$ cat src/rtl/alu_cmd_sequencer.sv
// Command front end for the combinational ALU: 2-entry command FIFO, registered
// ALU operand drive, result capture with architectural HI/LO, and a response handshake.
module alu_cmd_sequencer #(
    parameter logic [15:0] HILO_MASK = 16'h0018
) (
    input  logic               clk,
    input  logic               rst_n,
    input  logic               cmd_valid,
    output logic               cmd_ready,
    input  logic [15:0]        cmd_a,
    input  logic [15:0]        cmd_b,
    input  logic [3:0]         cmd_ins,
    output logic [15:0]        alu_a,
    output logic [15:0]        alu_b,
    output logic [3:0]         alu_ins,
    input  logic signed [15:0] alu_out,
    input  logic signed [15:0] alu_hi,
    input  logic signed [15:0] alu_lo,
    output logic               rsp_valid,
    input  logic               rsp_ready,
    output logic [15:0]        rsp_out,
    output logic [15:0]        rsp_hi,
    output logic [15:0]        rsp_lo,
    output logic               rsp_err,
    output logic [15:0]        op_count
);

    typedef enum logic [1:0] {S_IDLE, S_ISSUE, S_RESP} state_t;

    localparam logic [3:0] OP_MFHI = 4'd14;
    localparam logic [3:0] OP_MFLO = 4'd15;

    state_t      r_state;
    state_t      w_next;

    logic [15:0] r_fifo_a   [2];
    logic [15:0] r_fifo_b   [2];
    logic [3:0]  r_fifo_ins [2];
    logic        r_wr_ptr;
    logic        r_rd_ptr;
    logic [1:0]  r_count;

    logic        w_push;
    logic        w_pop;
    logic        w_capture;
    logic        w_rsp_hs;
    logic        w_empty;
    logic [3:0]  w_head_ins;

    logic [15:0] r_alu_a;
    logic [15:0] r_alu_b;
    logic [3:0]  r_alu_ins;
    logic [3:0]  r_cur_ins;
    logic [15:0] r_hi;
    logic [15:0] r_lo;
    logic [15:0] r_rsp_out;
    logic [15:0] r_rsp_hi;
    logic [15:0] r_rsp_lo;
    logic        r_rsp_err;
    logic [15:0] r_op_count;

    function automatic logic is_alu_op(input logic [3:0] ins);
        return (ins >= 4'd1) && (ins <= 4'd9);
    endfunction

    function automatic logic writes_hilo(input logic [3:0] ins);
        return is_alu_op(ins) && HILO_MASK[ins];
    endfunction

    // No push-through: a full FIFO refuses even when the head pops this cycle.
    assign cmd_ready  = (r_count < 2'd2) && rst_n;
    assign w_push     = cmd_valid && cmd_ready;
    assign w_empty    = (r_count == 2'd0);
    assign w_head_ins = r_fifo_ins[r_rd_ptr];
    assign w_rsp_hs   = rsp_valid && rsp_ready;

    always_ff @(posedge clk or negedge rst_n) begin
        if (!rst_n) begin
            r_state <= S_IDLE;
        end else begin
            r_state <= w_next;
        end
    end

    always_comb begin
        w_next = r_state;
        case (r_state)
            S_IDLE:  if (!w_empty) w_next = S_ISSUE;
            S_ISSUE: w_next = S_RESP;
            S_RESP:  if (rsp_ready) w_next = w_empty ? S_IDLE : S_ISSUE;
            default: w_next = S_IDLE;
        endcase
    end

    always_comb begin
        w_pop     = 1'b0;
        w_capture = 1'b0;
        rsp_valid = 1'b0;
        case (r_state)
            S_IDLE:  w_pop = !w_empty;
            S_ISSUE: w_capture = 1'b1;
            S_RESP: begin
                rsp_valid = 1'b1;
                w_pop     = rsp_ready && !w_empty;
            end
            default: ;
        endcase
    end

    always_ff @(posedge clk or negedge rst_n) begin
        if (!rst_n) begin
            r_wr_ptr <= 1'b0;
            r_rd_ptr <= 1'b0;
            r_count  <= 2'd0;
        end else begin
            if (w_push) r_wr_ptr <= ~r_wr_ptr;
            if (w_pop)  r_rd_ptr <= ~r_rd_ptr;
            case ({w_push, w_pop})
                2'b10:   r_count <= r_count + 2'd1;
                2'b01:   r_count <= r_count - 2'd1;
                default: ;
            endcase
        end
    end

    always_ff @(posedge clk) begin
        if (w_push) begin
            r_fifo_a[r_wr_ptr]   <= cmd_a;
            r_fifo_b[r_wr_ptr]   <= cmd_b;
            r_fifo_ins[r_wr_ptr] <= cmd_ins;
        end
    end

    // Pop -> ISSUE: only real ALU ops re-drive the ALU operands.
    always_ff @(posedge clk or negedge rst_n) begin
        if (!rst_n) begin
            r_alu_a   <= '0;
            r_alu_b   <= '0;
            r_alu_ins <= '0;
            r_cur_ins <= '0;
        end else if (w_pop) begin
            r_cur_ins <= w_head_ins;
            if (is_alu_op(w_head_ins)) begin
                r_alu_a   <= r_fifo_a[r_rd_ptr];
                r_alu_b   <= r_fifo_b[r_rd_ptr];
                r_alu_ins <= w_head_ins;
            end
        end
    end

    // ISSUE -> RESP: capture result and commit HI/LO so later MF ops see it.
    always_ff @(posedge clk or negedge rst_n) begin
        if (!rst_n) begin
            r_rsp_out <= '0;
            r_rsp_hi  <= '0;
            r_rsp_lo  <= '0;
            r_rsp_err <= 1'b0;
            r_hi      <= '0;
            r_lo      <= '0;
        end else if (w_capture) begin
            if (is_alu_op(r_cur_ins)) begin
                r_rsp_out <= alu_out;
                r_rsp_hi  <= alu_hi;
                r_rsp_lo  <= alu_lo;
                r_rsp_err <= 1'b0;
                if (writes_hilo(r_cur_ins)) begin
                    r_hi <= alu_hi;
                    r_lo <= alu_lo;
                end
            end else if (r_cur_ins == OP_MFHI || r_cur_ins == OP_MFLO) begin
                r_rsp_out <= (r_cur_ins == OP_MFHI) ? r_hi : r_lo;
                r_rsp_hi  <= r_hi;
                r_rsp_lo  <= r_lo;
                r_rsp_err <= 1'b0;
            end else begin
                r_rsp_out <= '0;
                r_rsp_hi  <= '0;
                r_rsp_lo  <= '0;
                r_rsp_err <= 1'b1;
            end
        end
    end

    always_ff @(posedge clk or negedge rst_n) begin
        if (!rst_n) begin
            r_op_count <= '0;
        end else if (w_rsp_hs) begin
            r_op_count <= r_op_count + 16'd1;
        end
    end

    assign alu_a    = r_alu_a;
    assign alu_b    = r_alu_b;
    assign alu_ins  = r_alu_ins;
    assign rsp_out  = r_rsp_out;
    assign rsp_hi   = r_rsp_hi;
    assign rsp_lo   = r_rsp_lo;
    assign rsp_err  = r_rsp_err;
    assign op_count = r_op_count;

endmodule

$ cat config.mk
export PLATFORM = sky130hd
export DESIGN_NAME = alu_cmd_sequencer
export DESIGN_NICKNAME = d
export VERILOG_FILES = /design/src/rtl/alu_cmd_sequencer.sv
export SDC_FILE = /design/constraint.sdc
export NUM_CORES = 1
export LEC_CHECK = 0
export ABC_CLOCK_PERIOD_IN_PS = 2800
export BUFFER_PORTS_ARGS = -buffer_cell sky130_fd_sc_hd__buf_4
export CORE_UTILIZATION = 35
export DETAILED_ROUTE_END_ITERATION = 8
export GPL_TIMING_DRIVEN = 0
export PLACE_DENSITY = 0.65
export REMOVE_ABC_BUFFERS = 1
export SYNTH_ARGS = -nofsm -noshare
export SYNTH_HDL_FRONTEND = slang
export SYNTH_SLANG_ARGS = --single-unit
$ cat constraint.sdc
create_clock -name clk -period 2.8 [get_ports clk]
set_input_delay 0.14 -clock clk [delete_from_list [all_inputs] [get_ports clk]]
set_output_delay 0.14 -clock clk [all_outputs]
set_load 0.01 [all_outputs]
==> impl_metrics.yaml, run 1 <==
timing:
  hold_violations: 0
  worst_slack_ns: 0.391
  finalHoldWorstSlack_ns: 0.0238
  tightest_slew_ns: 0.937
  setup-tns-final_ns: 0
  finalCritPeriodShare: 0.860
  min_period_ns: 2.41
  finalMaxSlewViolations: 0
  setup_viol: 0
  slew_headroom: 0.362
  fmax_mhz: 415
  fin_skew_ns: 0.0162
  rsz0062_at_grt: "false"
floorplan:
  die_height_um: 159
  core_area_mm2: 0.0242
  dieWidth_um: 159
  ioPinCount: 191
  start_util: 0.356
  rows: 57
  die-area_mm2: 0.0253
synthesis:
  synth-simple-area-share: 0.0527
  synthDistinctLibCells: 40
  yosys.area_share.adder: 0.00290
  synth_seq_cells: 215
  synth_top_family_by_area: "multiplexers"
  muxShareOfSynthArea: 0.153
  synthArstFlopShare: 0.665
  synth_compound_area_frac: 0.0837
  synth-edff-count: 72
  yosysMostFrequentCell: "dfrtp_1"
  synth_top_area_frac: 0.414
  yosys-top-cells-area: "dfrtp_1 41%, edfxtp_1 25%, mux2_2 15%, a22oi_1 4.2%, o21ai_0 3.1%"
  synth_common_cells: "143 x dfrtp_1, 112 x mux2_2, 72 x edfxtp_1, 61 x nand2_1, 54 x o21ai_0"
  yosysWarnings: 0
  syn_area_mm2: 0.00864
  synthXorXnorAreaFrac: 0.0203
  avgSynthCellArea_um2: 14.0
  yosys.area.top_type: "dfrtp_1"
  netlist_instances: 617
  seq_area_frac_synth: 0.664
  ys.flop_type: "dfrtp_1"
critical_path:
  arrival_ns: 2.80
  reg2reg_from: "r_cur_ins[0]"
  critPathKind: "reg2reg"
  worst-path-max-fanout: 20
  endpoint: "r_hi[12]"
  critical_path_required_ns: 3.19
  r2r_slack_ns: 0.39
  end_kind: "flop"
  critPathLaunchType: "flop"
  r2r_cells: 6
  worstReg2RegEnd: "r_hi[12]"
  cp-startpoint: "r_cur_ins[0]"
clocking:
  clock-root-buffer: "clkbuf_16"
  clk_pin_slew_ns: 0.06
  clock-sinks: 215
  ctsHtreeMaxLevel: 1
  clock_path_buffers: 3
  cts_tree: "yes"
  clk_latency_ns: 0.52
  cts_buffers: 24
layout:
  n_fill_cell: 2073
  area_delta_synth_final_pct: 42.0
  drive_above_1_share: 0.399
  diodes: 0
  nets: 986
  fin_util: 0.506
drt:
  drt-pass1-iter-count: 4
  finalWirelength_mm: 20.1
  wire_per_inst_um: 16.2
  vias: 5909
  drtIter0Drc: 330
  drc: 0
  via_per_inst: 4.77
  drtAntennaViolNets: 0
power_and_ir_drop:
  p_leak_nw: 5.21
  peakVddDrop_v: 0.000563
  finalPower_mw: 12.9
  power_density_mw_per_mm2: 1050
outcome:
  status: "finished clean"
grt:
  grt_usage: 0.161
  antenna_found_initial: 0
  grt_first_pass_wirelength_mm: 32.9
  grt_max_degree: 88
  grt_pass1_vias: 6244
  overflow: 0
place:
  gp_congestion: 0.763
  dp_slack_ns: -0.146
  port-buffer-count: 190
  post-dp-hpwl_mm: 12.7
hold_path:
  hold_class: "in2reg"
flow_run:
  max-cap-violations: 0
report_power, final:
group / switching, mW / total [mW] / internal [mW]
Combinational: 2.23 / 4.77 / 2.54
Sequential: 0.667 / 4.96 / 4.29
Clock: 1.25 / 3.18 / 1.93
how the worst min path moves through the flow:
stage                          end  startpoint  depth (start not counted)  slack [ns]
global placement    r_fifo_b[0][4]    cmd_b[4]                          1        0.33
finish                    r_wr_ptr   cmd_valid                          3        0.02
CTS                       r_wr_ptr   cmd_valid                          3       0.001
global route              r_wr_ptr   cmd_valid                          3        0.02
detailed placement       rsp_lo[1]       rst_n                          1        0.16
floorplan                 alu_a[0]       rst_n                          0       -0.16
cells in the final DEF (no fill, tap or decap), types with 3 or more instances in the layout:
master,count
clkbuf_16,24
clkbuf_1,5
xnor2_1,14
a22oi_1,48
edfxtp_1,72
clkbuf_8,6
buf_16,5
mux2_2,112
a21oi_1,3
nor2b_1,3
dlygate4sd3_1,86
buf_4,190
nor2_1,14
xor2_1,6
nand2_1,61
mux2i_1,3
o21ai_0,54
buf_6,4
nand3_1,5
inv_1,9
dfrtp_1,141
nand4_1,4
o22ai_1,3
clkinv_2,3
layer usage:
layer  wire length (µm)  global-route usage  vias up
li1                   -                   -     2811
met1               8820               0.200     2885
met2               9600               0.280      183
met3               1270              0.0414       30
met4                422              0.0393        0
met5                  0                   0        -
area by class of cell:
| class | instances | area (µm²) | area share |
|---|---|---|---|
| Clock buffer | 35 | 702 | 0.0572 |
| Clock inverter | 9 | 115 | 0.00938 |
| Timing Repair Buffer | 289 | 2540 | 0.207 |
| Tap cell | 324 | 405 | 0.0330 |
| Multi-Input combinational cell | 357 | 2740 | 0.223 |
| Sequential cell | 215 | 5740 | 0.468 |
| Inverter | 9 | 33.8 | 0.00275 |
metrics by stage:
step           cell area, µm²  cells
2_1_floorplan            8480    581
3_3_place_gp            10300   1095
3_5_place_dp            10600   1107
4_1_cts                 12300   1238
5_1_grt                 12300   1238
6_report                12300   1238
timing repair:
action,in CTS,in global routing
buffers inserted,1,0
gates resized for setup,1,0
hold endpoints to repair,211,0
hold buffers,86,0
endpoints found under the setup margin,21,0
state kept, by name, summed over array words and instances (netlist names):
| name | cells |
|---|---|
| alu_b | 16 |
| r_fifo_ins | 8 |
| rsp_hi | 16 |
| op_count | 16 |
| alu_ins | 4 |
| r_hi | 16 |
| alu_a | 16 |
| r_cur_ins | 4 |
| r_rd_ptr | 1 |
| r_wr_ptr | 1 |
| r_fifo_b | 32 |
| rsp_lo | 16 |
| r_state | 2 |
| rsp_err | 1 |
| r_count | 2 |
| r_fifo_a | 32 |
| rsp_out | 16 |
| r_lo | 16 |
kinds of logic (layout without fill, tap and decap cells):
kind of cell / count (synthesis) / in the layout
DFF: 215 / 215
buffers and inverters: 45 / 342
AOI/OAI and AO/OA: 114 / 114
and+or+nand+nor: 103 / 103
xor gates and xnor gates: 20 / 20
adders and majority gates: 2 / 2
muxes: 118 / 118
critical path, stage by stage (launching register included):
cell     delay, ns
dfrtp_2       0.72
and3b_1       0.24
a21oi_1       0.05
nor3_2        0.51
buf_6         0.23
buf_6         0.18
mux2_2        0.35
(Power assumes the default switching activity.)
==> run 2, diff against run 1 <==
--- a/config.mk
+++ b/config.mk
@@ -10,7 +10,7 @@
 export CORE_UTILIZATION = 35
 export DETAILED_ROUTE_END_ITERATION = 8
 export GPL_TIMING_DRIVEN = 0
-export PLACE_DENSITY = 0.65
+export PLACE_DENSITY = 0.55
 export REMOVE_ABC_BUFFERS = 1
 export SYNTH_ARGS = -nofsm -noshare
 export SYNTH_HDL_FRONTEND = slang
==> impl_metrics.yaml, run 2 (same netlist as run 1, synthesis figures left out) <==
outcome:
  status: "finished clean"
layout:
  stdcell_area_mm2: 0.0122
  reg.largest.list: "r_fifo_a: 32 flops, r_fifo_b: 32 flops"
  nets: 986
  final_cell_mix: "191 x buf_4, 141 x dfrtp_1, 112 x mux2_2"
  area_delta_synth_final_pct: 41.3
  final_common_cell: "buf_4"
  diodes: 0
  drive_above_1_share: 0.395
critical_path:
  critical_path_required_ns: 3.18
  critPathLaunchType: "flop"
  arrival_ns: 2.85
  end_kind: "flop"
  critPathKind: "reg2reg"
  worst-path-max-fanout: 31
power_and_ir_drop:
  finalPower_mw: 12.7
  p_int_mw: 8.62
  power_frac_seq: 0.395
  peakVddDrop_v: 0.000691
  combPwrFrac: 0.369
  switching_power_mw: 4.08
  clkPwrFrac: 0.235
  power_density_mw_per_mm2: 1040
  p_leak_nw: 5.19
  switching_share: 0.321
drt:
  drtAntennaViolNets: 0
  finalWirelength_mm: 20.1
  vias: 5955
  drtIter0Drc: 317
  drc: 0
  drt-pass1-iter-count: 4
  wire_per_inst_um: 16.3
  via_per_inst: 4.81
flow_run:
  max-cap-violations: 0
timing:
  min_period_ns: 2.47
  hold_violations: 0
  rsz0062_at_grt: "false"
  finalCritPeriodShare: 0.884
  fin_skew_ns: 0.00758
  fmax_mhz: 404
  setup_viol: 0
  tightest_slew_ns: 0.983
  finalMaxSlewViolations: 0
  slew_headroom: 0.331
  worst_slack_ns: 0.325
grt:
  grt_max_degree: 101
  grt_pass1_vias: 6214
  grt_first_pass_wirelength_mm: 32.6
  antenna_found_initial: 0
  overflow: 0
  grt_usage: 0.157
clocking:
  cts_tree: "yes"
  clk_pin_slew_ns: 0.06
  clk_latency_ns: 0.50
  clock-root-buffer: "clkbuf_16"
  clock_path_buffers: 3
  ctsHtreeMaxLevel: 1
  cts_buffers: 24
  clock-sinks: 215
floorplan:
  dieWidth_um: 159
  start_util: 0.356
  die_height_um: 159
  rows: 57
  ioPinCount: 191
  core_area_mm2: 0.0242
  die-area_mm2: 0.0253
place:
  post-dp-hpwl_mm: 12.9
  dp_slack_ns: -0.116
  postPlaceCellArea_mm2: 0.0106
  port-buffer-count: 190
  gp_congestion: 0.788
hold_path:
  hold_class: "in2reg"
run 2: cell count changes in the layout (fill, tap and decap cells not counted), sizes merged:
cell      before  now
clkbuf        35   39
clkinvlp       2    0
bufinv         2    0
inv            9   10
clkinv         5    4
run 2: metrics by stage:
step / std cells / utilization / setup TNS [ns] / hold slack [ns]
floorplan: 581 / - / -95.28 / -0.156
detailed placement: 1106 / 0.436 / -1.75 / 0.147
CTS: 1236 / 0.503 / 0 / 0.0199
global route: 1238 / 0.504 / 0 / 0.0274
global placement: 1095 / 0.425 / -426.86 / 0.325
finish: 1238 / 0.504 / 0 / 0.0388
run 2: area by class of cell:
cell class	count	area, µm²
clock buffer	39	738
clock inverter	5	27.5
fill	2101	12000
inverter	9	33.8
multi-input combinational	357	2740
sequential	215	5740
tap	324	405
timing repair buffer	289	2520
run 2: layer usage:
metal  up-vias  global-route usage  wire [µm]
met1      2927               0.200       8720
met5         -                   0          0
met2       195               0.267       9660
met4         0              0.0345        317
met3        24              0.0443       1430
li1       2809                   -          -
run 2: critical path: stages, from the launching register on:
cell	delay, ns
dfrtp_2	0.53
buf_12	0.23
nand2b_1	0.17
and2_0	0.27
a211oi_4	0.42
buf_8	0.22
buf_16	0.16
mux2_2	0.35
run 2: timing repair:
action | in CTS | in global routing
setup endpoints to repair | 19 | 29
hold buffers | 86 | 0
gates resized for setup | 1 | 1
endpoints found under the hold margin | 206 | 0
pin swaps | 0 | 1
buffers inserted | 0 | 2
run 2: final timing paths:
kind                       slack (ns)           end    startpoint  cells past startpoint
setup / recovery                 0.33     alu_b[11]      r_rd_ptr                      7
hold / removal                   0.04      r_wr_ptr     cmd_valid                      3
setup reg to reg                 0.33     alu_b[11]      r_rd_ptr                      7
hold reg to reg                  0.48  op_count[15]  op_count[15]                      1
max in group asynchronous        1.77     alu_b[14]         rst_n                      3
min in group asynchronous        0.18  op_count[14]         rst_n                      2
run 2: power by group through the flow:
stage	sequential, mW	clock, mW	combinational (mW)
2_1_floorplan	5.21	0	2.34
3_3_place_gp	5.10	0	4.09
3_5_place_dp	5.08	0	4.62
4_1_cts	5.04	3.08	4.74
5_1_grt	5.17	3.22	5.13
6_report	5.02	2.99	4.69
